$ cat src/rtl/tone_pkg.sv
// Shared types and helpers for the tone sequencer.
// Holds the playback state encoding and the frame-size helper.
package tone_pkg;

    typedef enum logic [1:0] {
        ST_IDLE = 2'd0,
        ST_PLAY = 2'd1,
        ST_GAP  = 2'd2
    } state_e;

    function automatic int frame_bits(
        input int notes,
        input int div_w,
        input int dur_w
    );
        return notes * (div_w + dur_w);
    endfunction

endpackage

$ cat src/rtl/spi_frame_rx.sv
// SPI frame receiver: synchronizes sck/sdi/load into clk, shifts a frame.
// Ports: clk, reset_n, sck, sdi, load in; frame_o, commit_o, frame_err_o out.
module spi_frame_rx #(
    parameter int FB = 24
) (
    input  logic          clk,
    input  logic          reset_n,
    input  logic          sck,
    input  logic          sdi,
    input  logic          load,
    output logic [FB-1:0] frame_o,
    output logic          commit_o,
    output logic          frame_err_o
);
    import tone_pkg::*;

    localparam int CW = $clog2(FB + 2);

    // [0],[1] synchronizer, [2] edge-detect history
    logic [2:0]    sck_q, sck_d;
    logic [2:0]    load_q, load_d;
    logic [1:0]    sdi_q, sdi_d;
    logic [FB-1:0] sr_q, sr_d;
    logic [CW-1:0] cnt_q, cnt_d;

    logic sck_rise;
    logic load_s;
    logic load_rise;
    logic load_fall;

    assign sck_rise  = sck_q[1] & ~sck_q[2];
    assign load_s    = load_q[1];
    assign load_rise = load_q[1] & ~load_q[2];
    assign load_fall = ~load_q[1] & load_q[2];

    always_comb begin
        sck_d  = {sck_q[1:0], sck};
        load_d = {load_q[1:0], load};
        sdi_d  = {sdi_q[0], sdi};
        sr_d   = sr_q;
        cnt_d  = cnt_q;
        if (sck_rise && load_s) begin
            sr_d = {sr_q[FB-2:0], sdi_q[1]};
            if (cnt_q != CW'(FB + 1)) begin
                cnt_d = cnt_q + CW'(1);
            end
        end
        if (load_rise) begin
            cnt_d = '0;
        end
    end

    always_ff @(posedge clk or negedge reset_n) begin
        if (!reset_n) begin
            sck_q  <= '0;
            load_q <= '0;
            sdi_q  <= '0;
            sr_q   <= '0;
            cnt_q  <= '0;
        end else begin
            sck_q  <= sck_d;
            load_q <= load_d;
            sdi_q  <= sdi_d;
            sr_q   <= sr_d;
            cnt_q  <= cnt_d;
        end
    end

    assign frame_o     = sr_q;
    assign commit_o    = load_fall && (cnt_q == CW'(FB));
    assign frame_err_o = load_fall && (cnt_q != CW'(FB));

endmodule

$ cat src/rtl/tone_sequencer.sv
// Note sequencer: buffers an SPI frame of {div,dur} notes, plays them on pwm.
// Ports: clk, reset_n, sck, sdi, load in; pwm, busy, done, frame_err out.
// Build option: TONE_LOOP_EN repeats the sequence forever instead of done.
module tone_sequencer #(
    parameter int NOTES    = 8,
    parameter int DIV_W    = 16,
    parameter int DUR_W    = 8,
    parameter int TICK_DIV = 48000
) (
    input  logic clk,
    input  logic reset_n,
    input  logic sck,
    input  logic sdi,
    input  logic load,
    output logic pwm,
    output logic busy,
    output logic done,
    output logic frame_err
);
    import tone_pkg::*;

    localparam int NW = DIV_W + DUR_W;
    localparam int FB = frame_bits(NOTES, DIV_W, DUR_W);
    localparam int IW = (NOTES > 1) ? $clog2(NOTES) : 1;
    localparam int TW = $clog2(TICK_DIV + 1);

    typedef struct packed {
        logic [DIV_W-1:0] div;
        logic [DUR_W-1:0] dur;
    } note_t;

    logic [FB-1:0] frame;
    logic          commit;

    spi_frame_rx #(
        .FB (FB)
    ) u_rx (
        .clk         (clk),
        .reset_n     (reset_n),
        .sck         (sck),
        .sdi         (sdi),
        .load        (load),
        .frame_o     (frame),
        .commit_o    (commit),
        .frame_err_o (frame_err)
    );

    note_t            buf_q [NOTES];
    note_t            buf_d [NOTES];
    note_t            frm   [NOTES];
    state_e           state_q, state_d;
    logic [IW-1:0]    idx_q, idx_d;
    logic [TW-1:0]    tick_q, tick_d;
    logic [DUR_W-1:0] durc_q, durc_d;
    logic [DIV_W-1:0] half_q, half_d;
    logic             pwm_q, pwm_d;
    logic             done_q, done_d;

    note_t         cur;
    logic          tick_end;
    logic [IW-1:0] cf, nf;
    logic          cf_ok, nf_ok;

    assign cur      = buf_q[idx_q];
    assign tick_end = (tick_q == TW'(TICK_DIV - 1));

    // Note 0 is the most significant field of the frame
    always_comb begin
        for (int i = 0; i < NOTES; i++) begin
            frm[i] = frame[FB-1-i*NW -: NW];
        end
    end

    // Zero-duration notes are skipped when choosing where to go next
    always_comb begin
        cf    = '0;
        cf_ok = 1'b0;
        nf    = '0;
        nf_ok = 1'b0;
        for (int i = NOTES - 1; i >= 0; i--) begin
            if (frm[i].dur != '0) begin
                cf    = IW'(i);
                cf_ok = 1'b1;
            end
            if (i > int'(idx_q) && buf_q[i].dur != '0) begin
                nf    = IW'(i);
                nf_ok = 1'b1;
            end
        end
    end

`ifdef TONE_LOOP_EN
    logic [IW-1:0] wf;

    always_comb begin
        wf = '0;
        for (int i = NOTES - 1; i >= 0; i--) begin
            if (buf_q[i].dur != '0) begin
                wf = IW'(i);
            end
        end
    end
`endif

    always_comb begin
        buf_d   = buf_q;
        state_d = state_q;
        idx_d   = idx_q;
        tick_d  = tick_q;
        durc_d  = durc_q;
        half_d  = half_q;
        pwm_d   = pwm_q;
        done_d  = 1'b0;

        case (state_q)
            ST_IDLE: begin
            end
            ST_PLAY: begin
                if (cur.dur == '0) begin
                    state_d = ST_IDLE;
                    idx_d   = '0;
                    pwm_d   = 1'b0;
`ifndef TONE_LOOP_EN
                    done_d  = 1'b1;
`endif
                end else if (tick_end &&
                             durc_q == cur.dur - DUR_W'(1)) begin
                    state_d = ST_GAP;
                    tick_d  = '0;
                    durc_d  = '0;
                    half_d  = '0;
                    pwm_d   = 1'b0;
                end else begin
                    if (tick_end) begin
                        tick_d = '0;
                        durc_d = durc_q + DUR_W'(1);
                    end else begin
                        tick_d = tick_q + TW'(1);
                    end
                    if (cur.div == '0) begin
                        half_d = '0;
                        pwm_d  = 1'b0;
                    end else if (half_q == cur.div - DIV_W'(1)) begin
                        half_d = '0;
                        pwm_d  = ~pwm_q;
                    end else begin
                        half_d = half_q + DIV_W'(1);
                    end
                end
            end
            ST_GAP: begin
                if (tick_end) begin
                    tick_d = '0;
                    durc_d = '0;
                    half_d = '0;
                    pwm_d  = 1'b0;
                    if (nf_ok) begin
                        state_d = ST_PLAY;
                        idx_d   = nf;
                    end else begin
`ifdef TONE_LOOP_EN
                        state_d = ST_PLAY;
                        idx_d   = wf;
`else
                        state_d = ST_IDLE;
                        idx_d   = '0;
                        done_d  = 1'b1;
`endif
                    end
                end else begin
                    tick_d = tick_q + TW'(1);
                end
            end
            default: begin
                state_d = ST_IDLE;
                idx_d   = '0;
                pwm_d   = 1'b0;
            end
        endcase

        // A new frame overrides whatever the player was doing
        if (commit) begin
            buf_d  = frm;
            tick_d = '0;
            durc_d = '0;
            half_d = '0;
            pwm_d  = 1'b0;
            done_d = 1'b0;
            idx_d  = cf;
            if (cf_ok) begin
                state_d = ST_PLAY;
            end else begin
`ifdef TONE_LOOP_EN
                state_d = ST_IDLE;
`else
                state_d = ST_PLAY;
`endif
            end
        end
    end

    always_ff @(posedge clk or negedge reset_n) begin
        if (!reset_n) begin
            for (int i = 0; i < NOTES; i++) begin
                buf_q[i] <= '0;
            end
            state_q <= ST_IDLE;
            idx_q   <= '0;
            tick_q  <= '0;
            durc_q  <= '0;
            half_q  <= '0;
            pwm_q   <= 1'b0;
            done_q  <= 1'b0;
        end else begin
            buf_q   <= buf_d;
            state_q <= state_d;
            idx_q   <= idx_d;
            tick_q  <= tick_d;
            durc_q  <= durc_d;
            half_q  <= half_d;
            pwm_q   <= pwm_d;
            done_q  <= done_d;
        end
    end

    assign pwm  = pwm_q;
    assign busy = (state_q != ST_IDLE);
    assign done = done_q;

endmodule
$ cat config.mk
export PLATFORM = sky130hd
export DESIGN_NAME = tone_sequencer
export DESIGN_NICKNAME = d
export VERILOG_FILES = /design/src/rtl/tone_pkg.sv /design/src/rtl/spi_frame_rx.sv /design/src/rtl/tone_sequencer.sv
export SDC_FILE = /design/constraint.sdc
export NUM_CORES = 1
export LEC_CHECK = 0
export CAP_MARGIN = 25
export CORE_ASPECT_RATIO = 0.6
export CORE_MARGIN = 5
export CORE_UTILIZATION = 60
export DETAILED_ROUTE_END_ITERATION = 10
export PLACE_DENSITY = 0.74
export SYNTH_ARGS = -nofsm -noshare
export SYNTH_HDL_FRONTEND = slang
export SYNTH_SLANG_ARGS = --single-unit
$ cat constraint.sdc
create_clock -name clk -period 5.3 [get_ports clk]
set_input_delay 1.06 -clock clk [delete_from_list [all_inputs] [get_ports clk]]
set_output_delay 1.06 -clock clk [all_outputs]
set_load 0.005 [all_outputs]
## Word level (Yosys, flattened, before mapping)

Index checks and enable logic that the tools add are counted.

| operators by class | value |
|---|---|
| muxes and demuxes | 69 |
| eq/ne operators | 15 |
| add/sub/neg operators | 6 |
| reduce and logical (&&, ||, !) cells | 40 |
| order comparisons | 8 |
| bitwise gates (word level) | 8 |

Operators with widths:

| kind | count |
|---|---|
| $mux 16 | 10 |
| $reduce_bool 8->1 | 15 |
| $bmux 24 s3 | 1 |
| $mux 8 | 8 |
| $pmux 16 s2 | 2 |
| $mux 3 | 19 |
| $mux 24 | 2 |
| $add 16x1->16 const B | 2 |
| $mux 1 | 18 |
| $add 8x1->8 const B | 2 |
| $eq 16x16->1 | 1 |
| $eq 16x16->1 const B | 1 |
| $logic_not 16->1 | 1 |
| $ne 8x8->1 const B | 2 |
| $pmux 8 s2 | 1 |
| $sub 16x1->16 const B | 1 |
| $gt 3x3->1 const A | 4 |
| $reduce_and 3->1 | 4 |
| $logic_and 1x1->1 | 11 |
| $ne 3x3->1 const B | 3 |
| $pmux 3 s3 | 1 |
| $eq 8x8->1 | 1 |
| $eq 8x8->1 const B | 1 |
| $logic_not 8->1 | 1 |
| other kinds (21) | 34 |

| word-level totals | value |
|---|---|
| flip-flop bits (word level) | 447 |
| bits of input ports | 5 |
| word-level logic and storage cells | 174 |

## Depth between registers and ports, before layout

| depth | value |
|---|---|
| depth after elaboration | 13 |
| gate-level depth with buffers | 17 |
| mapped depth without buffers | 12 |

## By module

A second synthesis with hierarchy kept.

| unflattened totals | value |
|---|---|
| cell total of the unflattened synthesis | 1903 |
| area total of the unflattened synthesis | 20703.6 um^2 |

Modules (own cells, without submodules):

| module | cells an instance | sequential area each (um^2) | times used | area an instance (um^2) |
|---|---|---|---|---|
| tone_sequencer | 1031 | 5980.7 | 1 | 12861.1 |
| spi_frame_rx | 872 | 5205.0 | 1 | 7842.5 |

## Least setup slack after synthesis

No wires, ideal clock.

| timing path | value |
|---|---|
| kind | register to register |
| start | register idx_q[2] |
| end | register half_q[9] |
| data arrival time | 3.784 ns |
| setup time | 0.126 ns |
| data required time | 5.174 ns |
| stages on the path, launching flop included | 15 |
| path slack | 1.390 ns |
| path through | dfrtp_1 > buf_4 > buf_2 > buf_1 > mux4_2 > ha_1 > xnor2_1 > xnor2_1 > or4_1 > nor4_1 > a21oi_1 > clkbuf_1 > nand3_1 > nor2_1 > a221o_1 |

| between the ends | value |
|---|---|
| word-level cells in the longest chain between the ends | 12 |

Ends and longest elaborated chain:

| element | RTL line | text |
|---|---|---|
| from (decl) | tone_sequencer.sv:52 | `logic [IW-1:0] idx_q, idx_d;` |
| from (signal assigned) | tone_sequencer.sv:217 | `idx_q <= idx_d;` |
| $not 3->4 (not written as such) (*) | tone_sequencer.sv:64 | `assign cur = buf_q[idx_q];` |
| $bmux 24 s3 (*) | tone_sequencer.sv:64 |  |
| $mux 24 (not written as such) (*) (2 in series) | tone_sequencer.sv:64 |  |
| $sub 16x1->16 | tone_sequencer.sv:143 | `end else if (half_q == cur.div - DIV_W'(1)) begin` |
| $eq 16x16->1 | tone_sequencer.sv:143 |  |
| $mux 16 | tone_sequencer.sv:143 |  |
| $mux 16 | tone_sequencer.sv:140 | `if (cur.div == '0) begin` |
| $mux 16 | tone_sequencer.sv:126 | `end else if (tick_end &&` |
| $mux 16 | tone_sequencer.sv:119 | `if (cur.dur == '0) begin` |
| $pmux 16 s2 | tone_sequencer.sv:115 | `case (state_q)` |
| $mux 16 | tone_sequencer.sv:182 | `if (commit) begin` |
| to (signal assigned) | tone_sequencer.sv:220 | `half_q <= half_d;` |
| to (decl) | tone_sequencer.sv:55 | `logic [DIV_W-1:0] half_q, half_d;` |

Mark *: on every way between the ends. The rest lies on a longest branch, timed or not. The select of a mux whose other input is x is not followed.
A chain may end at the register's enable or synchronous reset.

## Worst setup path after layout

| timing path | value |
|---|---|
| start | register idx_q[2] |
| end | register half_q[13] |

The elaborated chain is that of the path after synthesis.

==> results.yml <==
status:
  status: "complete, no violations"
cts:
  cts_resized: 0
  cts_buffer_depth: 3
  cts_tree: "built"
  htreeDepth: 2
  cts_buffers: 42
  postCtsSetupBuffers: 0
  ctsHoldBuffers: 0
  clkSlewWorstSetupHoldPaths_ns: 0.06
  insertion_delay_ns: 0.56
  clockRootBuffer: "clkbuf_16"
  cts_sinks: 447
sta:
  finalHoldViolCount: 0
  whs_ns: 0.347
  slew_headroom_pct: 20.9
  tns_ns: 0
  setup_violations: 0
  tightest_slew_ns: 1.19
  layout_setup_ws_ns: 0.565
  period_needed_ns: 4.73
  slew_viol_final: 0
  fin_crit_sh_pct: 89.3
  finClkSkew_ns: 0.0301
  max_freq_mhz: 211
  rsz0062_at_grt: "false"
floorplan:
  row_count: 52
  dieArea_um2: 38100
  fp.dieW_um: 249
  initial_core_util_pct: 60.8
  die_h_um: 153
  boundaryPins: 9
  core_area_um2: 33700
final_layout:
  diodes: 0
  stdcell_count: 2745
  design_area_um2: 22200
  drive_gt1_share_pct: 6.12
  nFillCells: 2781
  syn2layout_area_growth_pct: 8.26
  fin_nets: 2274
critical_path:
  end_kind: "register"
  worst_ep_required_time_ns: 5.72
  path_class: "register to register"
  arrival_ns: 5.15
  startpoint_type: "register"
  path_max_fanout: 19
global_route:
  grt.total_usage_pct: 26.0
  antenna_found_initial: 0
  grt_max_degree: 197
  grt-ovfl-total: 0
  grt_pass1_vias: 14879
  grt_pass1_wl_mm: 81.4
drt:
  drc: 0
  drtPass1Iterations: 5
  wirelength_mm: 49.1
  final_antenna_net_count: 0
  avgRoutedWirePerCell_um: 17.9
  num_vias: 15696
  viasPerCell: 5.72
  dr.first_iter.drc_count: 1772
placed_design:
  place_congestion: 0.971
  place_inst: 2672
  place_ws_ns: 0.658
  port_buffers: 8
  dpl_cell_area_um2: 20800
  dp_hpwl_mm: 32.0
hold_path:
  hold_class: "register to register"
power:
  seq_power_share_pct: 51.9
  p_sw_w: 0.00146
  leakage_nw: 11.8
  power.density_nw_per_um2: 300
  clkPwrFrac_pct: 45.6
  switching_share_pct: 22.0
  comb_power_share_pct: 2.5
  internal_power_w: 0.00519
  ir_drop_mv: 0.241
yosys:
  synth_cell_type_count: 75
  syn_area_um2: 20500
  syn_inst: 2308
  synthArstFlopShare_pct: 100
  synth_seq_cells: 447
  synth_flop_cell: "dfrtp_1"
  synth_edf_count: 0
  syn_area_per_cell_um2: 8.88
  yosys_warnings: 0
  yosysSeqAreaShare_pct: 54.6
  syn_nets: 2325
job:
  drv_cap: 0
==> sequential cells by signal (all words and copies together), names as in the netlist, 3 cells and up <==
| signal | flops |
|---|---|
| tick_q | 16 |
| idx_q | 3 |
| buf_q | 192 |
| u_rx.frame_o | 192 |
| u_rx.load_q | 3 |
| u_rx.cnt_q | 8 |
| half_q | 16 |
| u_rx.sck_q | 3 |
| durc_q | 8 |
==> Yosys cell counts (11+ instances only) <==
library cell | instances | area share [%]
a21oi_1 | 18 | 0.44
a221o_1 | 12 | 0.59
a22oi_1 | 17 | 0.62
and3_1 | 11 | 0.34
clkbuf_1 | 90 | 1.6
dfrtp_1 | 447 | 55
ha_1 | 12 | 0.73
inv_1 | 16 | 0.29
mux2i_1 | 57 | 2.8
mux4_2 | 26 | 2.9
nand2_1 | 1215 | 22
nand3_1 | 42 | 1.0
nor2_1 | 54 | 0.99
nor3_1 | 13 | 0.32
nor4_1 | 28 | 0.85
o21ai_0 | 34 | 0.83
or4_1 | 12 | 0.44
xnor2_1 | 23 | 0.98
xor2_1 | 21 | 0.90
==> layout by cell type (no fill, tap or decap), types with 5 or more instances in the layout <==
master	synthesis	layout
mux2i_1	57	57
xnor2_1	23	23
nor3_1	13	13
a21o_1	7	7
nor4_1	28	28
and2_1	8	8
nor2_1	54	54
nand3_1	42	42
nand2_1	1215	1215
and3_1	11	11
clkbuf_1	90	9
clkinv_2	0	6
inv_1	16	16
or4_1	12	12
a221o_1	12	12
nor3b_1	5	5
nand4_1	8	8
mux4_2	26	26
xor2_1	21	21
buf_12	0	7
a22oi_1	17	17
a21oi_1	18	18
mux2_2	8	8
or2_2	5	5
dfrtp_1	447	445
ha_1	12	12
clkdlybuf4s50_1	0	7
buf_4	8	10
a22o_1	5	5
clkbuf_8	0	8
o21ai_0	34	34
clkbuf_16	0	42
or3_1	9	9
==> kinds of logic (layout without fill, tap and decap cells) <==
| kind of cell | count (synthesis) | count (layout) | share of synthesized area, % |
|---|---|---|---|
| and+or+nand+nor | 1440 | 1440 | 28.7 |
| DFF | 447 | 447 | 54.6 |
| buffers and inverters | 137 | 115 | 3.03 |
| AOI/OAI and AO/OA | 134 | 134 | 4.66 |
| muxes | 94 | 94 | 6.43 |
| xor gates and xnor gates | 44 | 44 | 1.88 |
| adders and majority gates | 12 | 12 | 0.733 |
==> per-layer routing <==
| layer | GRT usage [%] | up-vias | part of all wire [%] |
|---|---|---|---|
| met5 | 0 | - | 0 |
| met4 | 4.23 | 0 | 1.3 |
| met3 | 6.13 | 51 | 9.1 |
| met2 | 34.8 | 539 | 40 |
| met1 | 43.6 | 7734 | 49 |
| li1 | - | 7372 | - |
==> final timing paths <==
| path | startpoint | end | slack (ns) | cells past startpoint |
|---|---|---|---|---|
| setup / recovery | idx_q[2] | half_q[13] | 0.57 | 12 |
| setup reg to reg | idx_q[2] | half_q[13] | 0.57 | 12 |
| hold / removal | u_rx.sdi_q[0] | u_rx.sdi_q[1] | 0.35 | 0 |
| hold reg to reg | u_rx.sdi_q[0] | u_rx.sdi_q[1] | 0.35 | 0 |
| max in group asynchronous | reset_n | u_rx.cnt_q[4] | 3.77 | 2 |
| min in group asynchronous | reset_n | u_rx.frame_o[30] | 0.53 | 1 |
==> metrics by stage <==
step	util [%]	total power, W
after floorplan	-	0.00358
after global placement	61.7	0.00368
after detailed placement	61.8	0.00369
after CTS	65.8	0.00671
after global routing	65.8	0.00687
final	65.8	0.00665
==> critical path, cell delays in order, from the launching register on <==
cell and delay (ns):
dfrtp_1 0.81, nor2b_1 0.81, a22oi_1 0.22, nand2_1 0.23, ha_1 0.30, xnor2_1 0.14
and3_1 0.17, a31oi_1 0.08, or4_1 0.49, nor3_2 0.16, o2111a_1 0.68, nor2_4 0.17
a221o_1 0.34
==> power groups by stage <==
stage	sequential [W]	clock (W)	combinational, W
floorplan	0.00351	0	0.0000670
global placement	0.00351	0	0.000170
detailed placement	0.00352	0	0.000173
CTS	0.00345	0.00308	0.000174
global route	0.00345	0.00322	0.000195
finish	0.00345	0.00303	0.000168
==> cell type report <==
| class | instances | area (µm²) | share of cell area (%) |
|---|---|---|---|
| flip-flops and latches | 447 | 11200 | 50.4 |
| multi-input cells | 1724 | 8690 | 39.2 |
| clock buffers | 59 | 1190 | 5.39 |
| well taps | 459 | 574 | 2.59 |
| repair buffers | 25 | 300 | 1.35 |
| clock inverters | 14 | 169 | 0.761 |
| inverters | 17 | 63.8 | 0.288 |
(Power assumes the default switching activity.)
